--- src/rtl/audio_frame_sequencer.sv ---
`timescale 1ns/1ps
// audio_frame_sequencer: turns accepted audio sample strobes into overlapping
// analysis-frame start tokens (first after frame_len_p samples, then every
// hop_len_p samples) and hands each token downstream over valid/ready.
//
// Handshake: frame_valid_o/frame_idx_o are held stable while frame_valid_o=1
// and frame_ready_i=0; a token transfers on any posedge where both are high.
// frame_ready_i without frame_valid_o has no effect.
module audio_frame_sequencer #(
  parameter int width_p     = 8,
  parameter int frame_len_p = 16,
  parameter int hop_len_p   = 8
) (
  input  logic               clk_i,
  input  logic               reset_i,
  input  logic               en_i,
  input  logic               sample_valid_i,
  input  logic               frame_ready_i,
  input  logic               clear_ovr_i,
  output logic               frame_valid_o,
  output logic [width_p-1:0] frame_idx_o,
  output logic [width_p-1:0] sample_cnt_o,
  output logic               busy_o,
  output logic               overrun_o
);

  typedef enum logic [1:0] {
    IDLE = 2'd0,
    FILL = 2'd1,
    RUN  = 2'd2
  } state_e;

  // Counter values on which the completing sample arrives.
  localparam logic [width_p-1:0] FillLast = width_p'(frame_len_p - 1);
  localparam logic [width_p-1:0] HopLast  = width_p'(hop_len_p - 1);

  state_e             r_state;
  state_e             w_state_nxt;
  logic [width_p-1:0] r_cnt;
  logic [width_p-1:0] w_cnt_nxt;
  logic [width_p-1:0] w_last;
  logic               w_done;
  logic               r_done;
  logic               r_valid;
  logic [width_p-1:0] r_idx;
  logic [width_p-1:0] r_next_idx;
  logic               r_ovr;
  logic               w_drop;

  // Next-state and sample counter: counts strobes toward the current boundary.
  always_comb begin
    w_state_nxt = r_state;
    w_cnt_nxt   = r_cnt;
    w_done      = 1'b0;
    w_last      = (r_state == FILL) ? FillLast : HopLast;
    case (r_state)
      IDLE: begin
        // Strobes are ignored here and on the edge that leaves IDLE.
        w_cnt_nxt = '0;
        if (en_i) w_state_nxt = FILL;
      end
      FILL, RUN: begin
        if (!en_i) begin
          w_state_nxt = IDLE;
          w_cnt_nxt   = '0;
        end else if (sample_valid_i) begin
          if (r_cnt == w_last) begin
            w_cnt_nxt   = '0;
            w_done      = 1'b1;
            w_state_nxt = RUN;
          end else begin
            w_cnt_nxt = r_cnt + 1'b1;
          end
        end
      end
      default: begin
        w_state_nxt = IDLE;
        w_cnt_nxt   = '0;
      end
    endcase
  end

  // State, counter and the one-cycle frame-complete flag.
  always_ff @(posedge clk_i) begin
    if (reset_i) begin
      r_state <= IDLE;
      r_cnt   <= '0;
      r_done  <= 1'b0;
    end else begin
      r_state <= w_state_nxt;
      r_cnt   <= w_cnt_nxt;
      r_done  <= w_done;
    end
  end

  // A completed frame is lost only if the previous token is still waiting
  // and is not leaving on this same edge.
  assign w_drop = r_done & r_valid & ~frame_ready_i;

  // Token register, frame index allocation and sticky overrun flag.
  always_ff @(posedge clk_i) begin
    if (reset_i) begin
      r_valid    <= 1'b0;
      r_idx      <= '0;
      r_next_idx <= '0;
      r_ovr      <= 1'b0;
    end else begin
      if (r_done) begin
        // The index always advances so dropped frames show up as a gap.
        r_next_idx <= r_next_idx + 1'b1;
        if (!w_drop) begin
          r_valid <= 1'b1;
          r_idx   <= r_next_idx;
        end
      end else if (r_valid && frame_ready_i) begin
        r_valid <= 1'b0;
      end
      // A new overrun outranks a simultaneous clear.
      if (w_drop) begin
        r_ovr <= 1'b1;
      end else if (clear_ovr_i) begin
        r_ovr <= 1'b0;
      end
    end
  end

  assign frame_valid_o = r_valid;
  assign frame_idx_o   = r_idx;
  assign sample_cnt_o  = r_cnt;
  assign busy_o        = (r_state != IDLE);
  assign overrun_o     = r_ovr;

endmodule

--- config.mk ---
export PLATFORM = sky130hd
export DESIGN_NAME = audio_frame_sequencer
export DESIGN_NICKNAME = d
export VERILOG_FILES = /design/src/rtl/audio_frame_sequencer.sv
export SDC_FILE = /design/constraint.sdc
export NUM_CORES = 1
export LEC_CHECK = 0
export ABC_AREA = 0
export CORE_ASPECT_RATIO = 1.4
export CORE_MARGIN = 2
export CORE_UTILIZATION = 46
export DETAILED_ROUTE_END_ITERATION = 12
export HOLD_SLACK_MARGIN = 0.12
export PLACE_DENSITY = 0.87
export SKIP_CTS_REPAIR_TIMING = 1
export SYNTH_ARGS = -nofsm -noshare
export SYNTH_HDL_FRONTEND = slang
export SYNTH_SLANG_ARGS = --single-unit
--- constraint.sdc ---
create_clock -name clk_i -period 1.5 [get_ports clk_i]
set_input_delay 0.225 -clock clk_i [delete_from_list [all_inputs] [get_ports clk_i]]
set_output_delay 0.225 -clock clk_i [all_outputs]
set_load 0.02 [all_outputs]
==> impl_metrics.ini, run 1 <==
[clocking]
numClockSinks = 29
clock_path_buffers = 2
htreeDepth = 2
root_buffer = clkbuf_8
cts.clk_slew.worst_paths_ps = 60
clock_latency_ps = 280
cts_tree = done
numCtsBuffers = 5

[yosys]
ys_seq_elements = 29
seq_area_frac_synth = 0.437
synth_xor_area_frac = 0.0583
synth_top_area_cell = dfxtp_1
synth_top_family_by_area = simple AND/OR/NAND/NOR gates
netlist_instances = 146
synthAdderAreaFrac = 0.0564
yosysWarnings = 0
synth_nets = 158
synth.avg_cell_area_um2 = 9.11
synth_compound_area_frac = 0.156
synthTopCellsByArea = dfxtp_1, a21oi_1, ha_1
synth_area_um2 = 1330
synthMuxAreaShare = 0.0386
yosysTopAreaCellShare = 0.437
synth-simple-area-share = 0.208
ys_types = 36

[layout]
nets = 194
drive_gt1_frac = 0.153
area_delta_synth_final_pct = 36.1
instances_no_fill = 220
nFillCells = 257
antenna_cells = 0
final_common_cell = dfxtp_1
layout_common_cells = dfxtp_1, a21oi_1, clkdlybuf4s50_1
final_util = 0.642

[critical_path]
arrival_ps = 1670
crit_fanout = 5
worst-setup-path-type = reg -> reg
start_kind = flip-flop
crit_required_ps = 1710
critPathCaptureType = flip-flop

[routing]
vias = 1187
drt-initial-drc-count = 19
drc_errors = 0
viasPerCell = 5.40
first_pass_iters = 4
routed_wl_um = 2840
avgRoutedWirePerCell_um = 12.9
detail-route-antenna-nets = 0

[run_status]
status = finished, final reports clean

[global_routing]
antenna_found_initial = 0
grtUsageTotal = 0.196
grt_pass1_vias = 1164
grt_pass1_wl_um = 4880
grt_overflow = 0
grt_max_degree = 19

[power_and_ir_drop]
leakagePower_nw = 0.802
p_sw_w = 0.000434
p_clk_frac = 0.400
p_int_w = 0.00132
total_power_w = 0.00175
combPwrFrac = 0.149
powerDensity_nw_per_um2 = 968
power_frac_seq = 0.451
switching_share = 0.248
irDropWorstVdd_mv = 0.634

[floorplan]
fp-row-count = 23
die_y_um = 67.6
core_area_um2 = 2820
dieArea_um2 = 3340
pin_count = 25
die_w_um = 49.4
start_util = 0.472

[timing]
slew_headroom = 0.706
clock.fmax_ghz = 0.687
finalMaxSlewViolations = 0
layout_worst_path_cycle_share = 0.971
rsz0062_at_grt = true
period_needed_ps = 1460
setup_violations = 0
worstMarginPinSlew_ps = 440
finalHoldViolations = 0
whs_ps = 475
skew_ps = 3.37

[worst_hold_path]
min_path_type = reg -> reg

[placement]
dp_cells = 212
place_congestion = 0.781
place_hpwl_um = 2120
io_buffers = 24

[job]
drv_cap = 0
==> registers in the layout, indices dropped and copies added, names as in the netlist <==
register       flops
r_done             1
r_next_idx         8
frame_valid_o      1
overrun_o          1
frame_idx_o        8
sample_cnt_o       8
r_state            2
==> synth_stat cells, drive strengths merged <==
| cell type | instances |
|---|---|
| inv | 6 |
| xnor2 | 2 |
| nor2 | 10 |
| and3 | 1 |
| or3 | 5 |
| nand2 | 4 |
| nand2b | 2 |
| buf | 4 |
| nor3 | 1 |
| or4 | 2 |
| clkbuf | 3 |
| a21o | 1 |
| mux2i | 4 |
| mux2 | 1 |
| nor2b | 2 |
| o21ai | 13 |
| nand3 | 12 |
| or2b | 2 |
| o31ai | 3 |
| a21oi | 17 |
| xor2 | 6 |
| nand4 | 5 |
| ha | 6 |
| nor4 | 1 |
| dfxtp | 29 |
| o2111ai | 1 |
| and3b | 1 |
| nand3b | 2 |
==> through the flow <==
| step | setup WS [ps] | TNS (ps) | instance area (um2) |
|---|---|---|---|
| after detailed placement | -192 | -815 | 1670 |
| after global placement | -87.6 | -325 | 1670 |
| after floorplan | 0.363 | 0 | 1330 |
| after CTS | -307 | -836 | 1770 |
| final | 43.6 | 0 | 1810 |
| after global routing | -10.8 | -12.6 | 1810 |
==> final timing paths <==
path	from	to	slack (ps)	cells past startpoint
hold / removal	frame_idx_o[2]	frame_idx_o[2]	470	2
setup reg to reg	sample_cnt_o[7]	r_state[0]	40	3
setup / recovery	sample_cnt_o[7]	r_state[0]	40	3
hold reg to reg	frame_idx_o[2]	frame_idx_o[2]	470	2
==> worst max-delay path, cell delays in order (launching register included) <==
cell and delay, ps:
dfxtp_1 310, or4_4 600, o31ai_4 270, mux2i_1 210
==> cell families (layout without fill, tap and decap cells) <==
logic type,after synthesis,after routing
buf+inv,13,50
flops,29,29
simple gates,50,50
xor+xnor,8,8
compound gates,35,35
fa+ha+maj,6,6
mux,5,5
==> layout make-up <==
| type | instances | area [um2] | area share |
|---|---|---|---|
| inverter | 6 | 22.5 | 0.0124 |
| sequential | 29 | 581 | 0.321 |
| clock buffer | 7 | 96.3 | 0.0532 |
| tap | 37 | 46.3 | 0.0256 |
| timing repair buffer | 36 | 353 | 0.195 |
| multi-input combinational | 104 | 707 | 0.390 |
| clock inverter | 1 | 5.00 | 0.00276 |
==> power groups by stage <==
stage / Clock (W) / Sequential, W / Combinational, W
2_1_floorplan: 0 / 0.000812 / 0.000152
3_3_place_gp: 0 / 0.000806 / 0.000236
3_5_place_dp: 0 / 0.000806 / 0.000245
4_1_cts: 0.000720 / 0.000790 / 0.000250
5_1_grt: 0.000749 / 0.000792 / 0.000281
6_report: 0.000701 / 0.000790 / 0.000261
==> per-layer routing <==
metal	vias to the layer above	wire length, um	GRT usage
li1	587	-	-
met1	534	1020	0.169
met2	50	1520	0.377
met3	16	160	0.0597
met4	0	145	0.149
met5	-	0	0
Note: power is estimated with default switching activity, not from simulation.
==> run 2: changes to the inputs <==
PLACE_DENSITY = 0.75   (was 0.87)
==> run 2 against run 1 <==
Non-clock buffer count up 3. Critical endpoint unchanged. Worst setup slack worse by 27 ps. Via count grew 0.17%. Hold slack got worse by 1.4 ps. Power down 2.6%. Combinational power increased by 8.0%. Sequential share of layout area down 0.29 points. Sequential power is essentially flat. Critical path type unchanged. Core utilization grew 0.58 points. Cell area grew 0.90%. Maximum frequency down 1.8%. Clock power is 9.4% lower.
==> impl_metrics.ini, run 2 (same netlist as run 1, synthesis figures left out) <==
[run_status]
status = finished, final reports clean

[layout]
area_delta_synth_final_pct = 37.3
drive_gt1_frac = 0.157
antenna_cells = 0
nFillCells = 251
final_common_cell = dfxtp_1
multi_input_area_um2 = 718
seqCellArea_um2 = 581
instances_no_fill = 222
layout_common_cells = dfxtp_1, a21oi_1, clkdlybuf4s50_1
nets = 197

[clocking]
cts_tree = done
numCtsBuffers = 5
numClockSinks = 29
htreeDepth = 2
clock_path_buffers = 2
cts.clk_slew.worst_paths_ps = 60
root_buffer = clkbuf_8
clock_latency_ps = 280

[power_and_ir_drop]
powerDensity_nw_per_um2 = 934
irDropWorstVdd_mv = 0.679
leakagePower_nw = 0.790

[global_routing]
grtUsageTotal = 0.192
grt_pass1_vias = 1205
grt_max_degree = 19
grt_overflow = 0
grt_pass1_wl_um = 4770
antenna_found_initial = 0

[timing]
skew_ps = 4.40
slew_headroom = 0.788
worstMarginPinSlew_ps = 318
clock.fmax_ghz = 0.674
setup_violations = 0
layout_worst_path_cycle_share = 0.989
finalMaxSlewViolations = 0
setup_tns_ps = 0
finalHoldViolations = 0
period_needed_ps = 1480

[routing]
drt-initial-drc-count = 21
detail-route-antenna-nets = 0
vias = 1189
drc_errors = 0
avgRoutedWirePerCell_um = 13.3
viasPerCell = 5.36
routed_wl_um = 2960
first_pass_iters = 4

[floorplan]
die_y_um = 67.6
pin_count = 25
start_util = 0.472
core_area_um2 = 2820
dieArea_um2 = 3340
fp-row-count = 23
die_w_um = 49.4

[critical_path]
reg2regPathDepth = 3
critPathCaptureType = flip-flop
arrival_ps = 1690
regToRegSetupSlack_ps = 20
r2r-end = r_state[0]
worst-setup-path-type = reg -> reg
start_kind = flip-flop
crit_fanout = 5
rr_startpoint = sample_cnt_o[7]
crit_required_ps = 1710

[placement]
place_hpwl_um = 2150
io_buffers = 24
dp_cells = 215
place_congestion = 0.850

[worst_hold_path]
holdPathStages = 2
min_to = frame_idx_o[4]
min_from = frame_idx_o[4]
min_path_type = reg -> reg

[job]
drv_cap = 0
## run 2: cell count changes in the layout (fill, tap and decap cells not counted), sizes merged
| cell | before | now |
|---|---|---|
| buf | 12 | 15 |
| clkdlybuf4s50 | 15 | 16 |
| clkinv | 1 | 0 |
| dlymetal6s2s | 9 | 8 |
## run 2: layout make-up
class                           count  area share
Multi-Input combinational cell    104       0.393
Sequential cell                    29       0.318
Timing Repair Buffer               39       0.204
Clock buffer                        7      0.0473
Tap cell                           37      0.0253
Inverter                            6      0.0123
## run 2: critical path: stages (launching register included)
cell	delay, ps
dfxtp_1	330
or4_4	590
o31ai_4	290
mux2i_1	210
## run 2: how the worst max path moves through the flow
stage | start | endpoint | cells after the start
2_1_floorplan | sample_cnt_o[4] | r_state[0] | 3
3_3_place_gp | sample_valid_i | r_state[0] | 5
3_5_place_dp | sample_valid_i | r_state[0] | 5
4_1_cts | r_state[1] | busy_o | 4
5_1_grt | r_state[1] | r_state[0] | 5
6_report | sample_cnt_o[7] | r_state[0] | 3
## run 2: per-stage QoR
stage,worst slack (ps),hold WS (ps),power [W],area (um2),utilization
floorplan,0.363,398,0.000964,1330,-
detailed placement,-84.4,467,0.00106,1690,0.599
global route,-23.3,508,0.00178,1830,0.648
finish,17.0,473,0.00171,1830,0.648
CTS,-306,475,0.00170,1780,0.630
global placement,-27.0,464,0.00105,1690,0.599
## run 2: where the power goes
part / internal (W) / switching (W) / leakage [nW] / total [W]
logic: 0.000134 / 0.000149 / 0.512 / 0.000282
registers: 0.000783 / 0.00000617 / 0.234 / 0.000789
clock network: 0.000363 / 0.000273 / 0.0443 / 0.000635
## run 2: routing by layer
metal	vias to the layer above	track usage	wire length [um]
met5	-	0	0
met4	0	0.101	49
met3	5	0.0730	127
met2	29	0.390	1730
met1	567	0.157	1050
li1	588	-	-
==> run 3: changes to the inputs <==
==> constraint.sdc (replaced) <==
create_clock -name clk_i -period 1.5 [get_ports clk_i]
set_input_delay 0.45 -clock clk_i [delete_from_list [all_inputs] [get_ports clk_i]]
set_output_delay 0.45 -clock clk_i [all_outputs]
set_load 0.02 [all_outputs]
==> run 3 against run 2 <==
The run now ends with negative setup slack left. Cell area rose by 4.6%. Core utilization rose by 3.0 points. Wire length rose by 8.7%. Critical path depth did not move. Cell count rose by 2.7%. Maximum frequency fell by 2.3%. Non-clock buffer count rose by 5. Critical endpoint is now sample_cnt_o[3]. Largest cell class unchanged.
==> impl_metrics.ini, run 3 (same netlist as run 1, synthesis figures left out) <==
[clocking]
cts.clk_slew.worst_paths_ps = 60
clock_latency_ps = 290
clock_path_buffers = 2
htreeDepth = 2
cts_tree = done
numClockSinks = 29
numCtsBuffers = 5
root_buffer = clkbuf_8

[floorplan]
die_y_um = 67.6
core_area_um2 = 2820
start_util = 0.472
dieArea_um2 = 3340
pin_count = 25
fp-row-count = 23
die_w_um = 49.4

[global_routing]
grt_max_degree = 19
grt_pass1_vias = 1213
grt_overflow = 0
grt_pass1_wl_um = 5100
antenna_found_initial = 0
grtUsageTotal = 0.203

[timing]
whs_ps = 469
period_needed_ps = 1520
layout_worst_path_cycle_share = 1.01
slew_headroom = 0.681
rsz0062_at_grt = true
final.setup.worst_slack_ps = -18.6
setup_violations = 4
worstMarginPinSlew_ps = 478
clock.fmax_ghz = 0.659
skew_ps = 4.88
finalMaxSlewViolations = 0
finalHoldViolations = 0

[critical_path]
worst-setup-path-type = reg -> reg
crit_fanout = 5
arrival_ps = 1690
path_buf_inv = 0
regToRegSetupSlack_ps = -20
crit_required_ps = 1670
critPathSlowestCell = or4_4
path_cells = or4_4 > o31ai_4 > nor2_1
cpLargestDelayFamily = simple AND/OR/NAND/NOR gates
r2r-end = sample_cnt_o[3]
reg2regPathDepth = 3
rr_startpoint = sample_cnt_o[4]
cpPeakStageDelay_ps = 600
critPathCaptureType = flip-flop
start_kind = flip-flop
startpoint = sample_cnt_o[4]

[routing]
drc_errors = 0
vias = 1216
viasPerCell = 5.33
detail-route-antenna-nets = 0
drt-initial-drc-count = 28
routed_wl_um = 3220
first_pass_iters = 4
avgRoutedWirePerCell_um = 14.1

[run_status]
status = finished with violations
violations = negative setup slack

[layout]
nFillCells = 241
layout_common_cells = dfxtp_1, buf_4, dlymetal6s2s_1
final_common_cell = dfxtp_1
nets = 202
area_delta_synth_final_pct = 43.6
drive_gt1_frac = 0.241
antenna_cells = 0
instances_no_fill = 228

[worst_hold_path]
min_to = frame_idx_o[4]
holdPathStages = 2
min_path_type = reg -> reg
min_from = frame_idx_o[4]

[placement]
place_hpwl_um = 2240
dp_cells = 218
place_congestion = 0.865
io_buffers = 24

[power_and_ir_drop]
total_power_w = 0.00173
powerDensity_nw_per_um2 = 903
irDropWorstVdd_mv = 0.613
leakagePower_nw = 1.02

[job]
drv_cap = 0
## run 3: final cells by class
cell class | instances | area, um2 | area share
Clock inverter | 2 | 10.0 | 0.00524
Inverter | 6 | 22.5 | 0.0118
Multi-Input combinational cell | 104 | 737 | 0.386
Timing Repair Buffer | 44 | 435 | 0.228
Clock buffer | 6 | 72.6 | 0.0380
Tap cell | 37 | 46.3 | 0.0242
Sequential cell | 29 | 587 | 0.307
## run 3: tightest hold or removal path: stages, from the launching register on
cell	delay (ps)
dfxtp_1	300
o21ai_0	60
a21oi_1	60
## run 3: layer usage
| layer | up-vias | share of wire | track usage | routed length (um) |
|---|---|---|---|---|
| li1 | 603 | - | - | - |
| met1 | 564 | 0.35 | 0.182 | 1120 |
| met2 | 35 | 0.58 | 0.399 | 1860 |
| met3 | 14 | 0.041 | 0.0376 | 133 |
| met4 | 0 | 0.033 | 0.153 | 106 |
| met5 | - | 0 | 0 | 0 |
## run 3: metrics by stage
step | util | setup slack (ps) | area [um2] | setup TNS [ps]
after floorplan | - | 0.363 | 1330 | 0
after global placement | 0.607 | -245 | 1710 | -2690
after detailed placement | 0.607 | -294 | 1710 | -3560
after CTS | 0.637 | -521 | 1800 | -4180
after global routing | 0.677 | -50.5 | 1910 | -220
final | 0.677 | -18.6 | 1910 | -41.0
## run 3: worst max-delay path by stage
stage | slack (ps) | endpoint | depth (start not counted)
finish | -20 | sample_cnt_o[3] | 3
global route | -50 | sample_cnt_o[3] | 3
CTS | -520 | busy_o | 4
detailed placement | -290 | r_state[0] | 5
global placement | -250 | r_state[0] | 5
floorplan | 0.4 | r_state[0] | 3
## run 3: power by group
part           internal (W)  switching (W)
Sequential         0.000783     0.00000876
Combinational      0.000149       0.000162
Clock              0.000320       0.000302
Total               0.00125       0.000473
